**config.mk**
```make
export PLATFORM = sky130hd
export DESIGN_NAME = imm_assembler
export DESIGN_NICKNAME = d
export VERILOG_FILES = /design/src/rtl/imm_assembler.sv
export SDC_FILE = /design/constraint.sdc
export NUM_CORES = 1
export LEC_CHECK = 0
export CAP_MARGIN = 20
export CORE_MARGIN = 5
export CORE_UTILIZATION = 43
export DETAILED_ROUTE_END_ITERATION = 8
export GPL_TIMING_DRIVEN = 0
export PLACE_DENSITY_LB_ADDON = 0.05
export SLEW_MARGIN = 5
export SYNTH_ARGS = -nofsm -noshare
export SYNTH_HDL_FRONTEND = slang
export SYNTH_SLANG_ARGS = --single-unit
```
**constraint.sdc**
```tcl
create_clock -name iClk -period 3.8 [get_ports iClk]
set_input_delay 0.57 -clock iClk [delete_from_list [all_inputs] [get_ports iClk]]
set_output_delay 0.57 -clock iClk [all_outputs]
set_load 0.02 [all_outputs]
```
**src/rtl/imm_assembler.sv**
```systemverilog
// Gathers WIDTH/8 bytes (little-endian) from a valid/ready byte stream into one immediate and
// holds it, together with its sign/zero-extension flag, until the downstream stage acknowledges it.
module imm_assembler #(
  parameter int WIDTH = 16
) (
  input  logic             iClk,
  input  logic             iRst,
  input  logic [7:0]       iData,
  input  logic             iValid,
  output logic             oReady,
  input  logic             iSext,
  input  logic             iAbort,
  output logic [WIDTH-1:0] oImm,
  output logic             oSext,
  output logic             oValid,
  input  logic             iAck
);

  localparam int BYTES = WIDTH / 8;
  localparam int CNT_W = (BYTES > 1) ? $clog2(BYTES) : 1;
  localparam logic [CNT_W-1:0] LAST = CNT_W'(BYTES - 1);

  typedef enum logic {
    COLLECT = 1'b0,
    HOLD    = 1'b1
  } state_e;

  state_e             state_q, state_d;
  logic [CNT_W-1:0]   cnt_q,   cnt_d;
  logic [WIDTH-1:0]   imm_q,   imm_d;
  logic               sext_q,  sext_d;
  logic               ready_q, ready_d;
  logic               valid_q, valid_d;

  always_comb begin
    state_d = state_q;
    cnt_d   = cnt_q;
    imm_d   = imm_q;
    sext_d  = sext_q;

    case (state_q)
      COLLECT: begin
        // Abort wins over a byte offered in the same cycle; stale bytes stay in imm.
        if (iAbort) begin
          cnt_d = '0;
        end else if (iValid) begin
          for (int i = 0; i < BYTES; i++) begin
            if (cnt_q == CNT_W'(i)) imm_d[8*i +: 8] = iData;
          end
          if (cnt_q == LAST) begin
            sext_d  = iSext;
            cnt_d   = '0;
            state_d = HOLD;
          end else begin
            cnt_d = cnt_q + CNT_W'(1);
          end
        end
      end
      HOLD: begin
        if (iAck) state_d = COLLECT;
      end
      default: state_d = COLLECT;
    endcase

    // Handshake outputs are registered copies of the next state: no input-to-output path.
    ready_d = (state_d == COLLECT);
    valid_d = (state_d == HOLD);
  end

  always_ff @(posedge iClk or posedge iRst) begin
    if (iRst) begin
      state_q <= COLLECT;
      cnt_q   <= '0;
      imm_q   <= '0;
      sext_q  <= 1'b0;
      ready_q <= 1'b1;
      valid_q <= 1'b0;
    end else begin
      state_q <= state_d;
      cnt_q   <= cnt_d;
      imm_q   <= imm_d;
      sext_q  <= sext_d;
      ready_q <= ready_d;
      valid_q <= valid_d;
    end
  end

  assign oReady = ready_q;
  assign oValid = valid_q;
  assign oImm   = imm_q;
  assign oSext  = sext_q;

endmodule

```
==> run metrics, run 1 <==
Min-Delay Path Class register to register; TritonCTS clock tree built; clock group share of total power 0.134; I/O pins 33; Setup TNS Final 0 ps; H-tree depth 1; most common cell after layout, fill and taps aside clkdlybuf4s50_1; CTS Sinks 20; DRT Pass-1 Iters 4; Final Cycle Share 0.521; reg2reg start cnt_q; residual DRC count 0; initial antenna violation count 0; slowest cell on the critical path clkdlybuf4s50_1; Max Cap Viol 0; post-route minimum period 1980 ps; total number of vias between 500 and 600; Max Fanout on Critical Path 6; deepest clock path buffer count 2; Max Transition Viols Final 0; Worst Clk Skew around 2.6 ps; # resized after CTS 0; placed wire-length estimate 1.14 mm; largest net degree at the start of global routing 21; #FFs+latches synth 20; number of I/O port buffers 32; Syn Area/Cell between 15 and 20 um2; Total Routing Usage GR 0.124; Rel. slew slack 0.530; CP top delay family buffers and inverters; Placeable Area approximately 1700 um2; Setup WS pre-CTS between 1500 and 2000 ps; YS warnings 0; synthesized cell area between 700 and 800 um2; area leader, netlist dfrtp_1; CP endpoint kind primary output; crit start category register; Die Height around 53 um; final setup fails 0; wire per inst between 10 and 15 um; clk slew on worst S/H paths about 100 ps; vias per std cell around 4.7; Layout Area Growth over Synthesis 48.6%; NetSw about 240 uW; switching fraction of total power 0.322; Hold Path Origin oImm[7]; CTS buffer count 3; top cells by area, synth dfrtp_1, mux2_2, dfstp_2; RSZ-0062 raised after global routing no; worst setup path startpoint oValid; number of DRC markers in iteration 0 4; fmax 505 MHz; vias in the first global route ~500; post-synthesis sequential area ratio 0.645; first-pass GRT wire length 2.41 mm; Die X 52.5 um; Comb power frac 0.436; CP max stage delay between 600 and 700 ps; Cell Chain, Critical Path clkdlybuf4s50_1; GPL Wtd Cong roughly 0.65; fin nets 97; Leak 0.490 nW; Mapped Nets 60; DRT Wirelength 1.47 mm; CTS Hold Buffers Added 0; VDD IR max ~0.39 mV; number of library cell types mapped by synthesis 11; CTS Root Cell clkbuf_4; Ant. Diodes 0; setup bufs post-CTS 0; post-synth top area share 0.611; clk_lat worst skew ~290 ps; Worst EP arrival approximately 1400 ps; CP Buf/Inv Count 1; Tightest Pin Transition about 700 ps; initial core utilization 0.451; Crit Path Category register to primary output; Mapped Cells 46; grt ovf 0; Seq pwr share 0.430; most frequent cells in the layout clkdlybuf4s50_1, dfrtp_1, mux2_2; worst hold slack ~510 ps; critical path required time 3230 ps; die area about 2800 um2; PwrDens between 600 and 700 nW/um2; endpoints failing hold 0; Int Pwr between 500 and 600 uW; Final ANT Viol Nets 0; num rows 15; fin worst setup slack roughly 1800 ps; status complete, no violations; ratio of cells with drive above 1 in the final layout 0.305
==> cells in the mapped netlist, drive strengths merged <==
| library cell | number |
|---|---|
| a21o | 1 |
| buf | 1 |
| mux2 | 17 |
| inv | 2 |
| dfrtp | 19 |
| dfstp | 1 |
| a21oi | 1 |
| nor4b | 1 |
| nor3b | 1 |
| and4bb | 1 |
| a211o | 1 |
==> metrics by stage <==
| step | total power, mW | cells | utilization | area (um2) |
|---|---|---|---|---|
| final | 0.742 | 107 | 0.670 | 1160 |
| after global routing | 0.785 | 107 | 0.670 | 1160 |
| after CTS | 0.755 | 107 | 0.670 | 1160 |
| after detailed placement | 0.653 | 103 | 0.654 | 1130 |
| after global placement | 0.647 | 103 | 0.654 | 1130 |
| after floorplan | 0.481 | 46 | - | 778 |
==> final cells by class <==
type	count	area, um2
Sequential cell	20	502
Inverter	2	7.51
Tap cell	25	31.3
Fill cell	147	571
Multi-Input combinational cell	23	258
Timing Repair Buffer	32	320
Buffer	1	11.3
Clock buffer	4	26.3
==> final timing paths <==
check                           slack (ps)  cells past startpoint      end
max in group asynchronous             2680                      2  oImm[4]
worst min register to register         510                      1  oImm[7]
min in group asynchronous              680                      2  oImm[8]
worst min-delay path                   510                      1  oImm[7]
worst max-delay path                  1820                      1   oValid
worst max register to register        2220                      2  oImm[4]
==> kinds of logic after synthesis <==
kind of cell | Yosys count | synth area share
AO/OA/AOI/OAI | 3 | 0.0289
buffers and inverters | 3 | 0.0241
AND/OR/NAND/NOR | 3 | 0.0563
multiplexers | 17 | 0.246
flip-flops | 20 | 0.645
==> power groups by stage <==
stage,Clock (mW),Combinational (mW),Sequential [mW]
after floorplan,0,0.0741,0.407
after global placement,0,0.325,0.322
after detailed placement,0,0.328,0.325
after CTS,0.106,0.329,0.320
after global routing,0.114,0.339,0.332
final,0.0996,0.324,0.319
==> sequential cells by signal, indices dropped and copies added, names as in the netlist <==
signal and cells:
oImm 16, cnt_q 1, oSext 1, oReady 1, oValid 1
==> per-layer routing <==
| metal | track usage | routed length [um] |
|---|---|---|
| met1 | 0.149 | 629 |
| met2 | 0.198 | 716 |
| met3 | 0.0541 | 109 |
| met4 | 0.0383 | 11 |
| met5 | 0 | 0 |
(Power assumes the default switching activity.)
==> inputs of run 2 (changes only) <==
Settings changed: CORE_UTILIZATION 43 to 40.
Clock period 3.8 ns to 1.9 ns, I/O delays scaled along.
==> run 2 against run 1 <==
- non-clock buffer count stayed put
- worst hold slack worse by 110 ps
- core utilization is 5.5 points lower
- sequential cell count stayed put
- die area is 6.1% higher
- sequential power is 99% higher
- worst setup slack worse by 1600 ps
- cell count is 1.9% higher
- total power is 110% higher
- wire length is 0.34% higher
- clock power is 140% higher
- critical path depth stayed put
- largest cell class unchanged
- largest power group unchanged
==> run metrics, run 2 (synthesized netlist as in run 1, its figures left out) <==
status complete, no violations; Max Transition Viols Final 0 (unchanged); Leak 0.496 nW (+1.2%); Max Fanout on Critical Path 6 (unchanged); Worst Clk Skew 1.14 ps (-1.42 ps); ratio of cells with drive above 1 in the final layout 0.317 (+0.0122); non-filler cells, final 109 (+1.9%); reg2reg start oValid; initial antenna violation count 0 (unchanged); Worst EP arrival 1430 ps (+20 ps); Total Routing Usage GR 0.115 (-0.00898); setup bufs post-CTS 0 (unchanged); DRT Wirelength 1.47 mm (+0.34%); I/O pins 33 (unchanged); wire per inst 13.5 um (-1.5%); # resized after CTS 0 (unchanged); placed wire-length estimate 1.13 mm (-1.1%); crit start category register; VDD IR max 0.763 mV (+95%); total number of vias 504 (+0.20%); most frequent cells in the layout clkdlybuf4s50_1, dfrtp_1, mux2_2; Layout Utilization 0.614 (-0.0551); DRT Pass-1 Iters 1 (-3); flop-to-flop setup slack 330 ps (-1890 ps); CTS Root Cell clkbuf_4; largest net degree at the start of global routing 21 (unchanged); Reg area 502 um2 (unchanged); num rows 16 (+1); endpoints failing hold 0 (unchanged); Min-Delay Path Class input pin to asynchronous set/reset pin; die area 2930 um2 (+6.1%); CTS Sinks 20 (unchanged); Final ANT Viol Nets 0 (unchanged); Die Height 54.1 um (+3.0%); TritonCTS clock tree built; GPL Wtd Cong 0.624 (-4.0%); Setup TNS Final 0 ps (unchanged); CP endpoint kind primary output; CP top delay family buffers and inverters; H-tree depth 1 (unchanged); RSZ-0062 raised after global routing no; Cell Chain, Critical Path clkdlybuf4s50_1; CP max stage delay 650 ps (about the same); final setup fails 0 (unchanged); residual DRC count 0 (unchanged); dpl cells 105 (+1.9%); post-route minimum period ~1700 ps; most common cell after layout, fill and taps aside clkdlybuf4s50_1; CTS Hold Buffers Added 0 (unchanged); Tightest Pin Transition 730 ps (+25.9 ps); Max Cap Viol 0 (unchanged); Rel. slew slack 0.513 (-0.0173); vias in the first global route 516 (+4.0%); CTS buffer count 3 (unchanged); slowest cell on the critical path clkdlybuf4s50_1; Tot Pwr 1.52 mW (+110%); grt ovf 0 (unchanged); PwrDens 1300 nW/um2 (+100%); clk slew on worst S/H paths 110 ps (about the same); worst hold slack 402 ps (-110 ps); fin nets 97 (unchanged); Reg2Reg Capture Point oImm[6]; R2R depth 2 (unchanged); CP Buf/Inv Count 1 (unchanged); Layout Area Growth over Synthesis 50.2%; first-pass GRT wire length 2.38 mm (-1.2%); number of DRC markers in iteration 0 0 (-4); vias per std cell 4.62 (-1.6%); number of I/O port buffers 32 (unchanged); fmax 583 MHz; total of fill cells in the finished design 167 (+14%); clk_lat worst skew 290 ps (about the same); deepest clock path buffer count 2 (unchanged); Placeable Area 1900 um2 (+10%); critical path required time 1620 ps (-1610 ps); max reg flops 16 (unchanged); Ant. Diodes 0 (unchanged); area of the multi-input gates 258 um2 (unchanged); initial core utilization 0.409 (-0.0415); worst setup path startpoint oValid; Die X 54.1 um (+3.0%); Crit Path Category register to primary output; Final Cycle Share 0.903
[run 2: cell type report]
class / instances / area share
well taps: 27 / 0.0289
flip-flops and latches: 20 / 0.429
plain buffers: 1 / 0.00964
clock buffers: 4 / 0.0310
inverters: 2 / 0.00642
repair buffers: 32 / 0.274
multi-input cells: 23 / 0.221
[run 2: metrics by stage]
step                setup slack (ps)  area (um2)
finish                           185        1170
global route                     126        1170
CTS                              175        1170
detailed placement             -64.9        1130
global placement               -76.9        1130
floorplan                        443         778
[run 2: metal layers]
layer / up-vias / part of all wire / GRT usage / wire length (um)
li1: 236 / - / - / -
met1: 253 / 0.41 / 0.144 / 598
met2: 15 / 0.50 / 0.188 / 742
met3: 0 / 0.088 / 0.0443 / 130
met4: 0 / 0 / 0.0249 / 0
met5: - / 0 / 0 / 0
[run 2: how the worst max path moves through the flow]
stage	end	slack, ps	cells past startpoint
after floorplan	oImm[0]	440	2
after global placement	oImm[0]	-80	3
after detailed placement	oImm[6]	-60	3
after CTS	oValid	170	1
after global routing	oValid	130	1
final	oValid	190	1
[run 2: power breakdown]
part / internal (mW) / switching, mW
registers: 0.564 / 0.0699
logic: 0.361 / 0.285
clock network: 0.117 / 0.127
total: 1.04 / 0.482
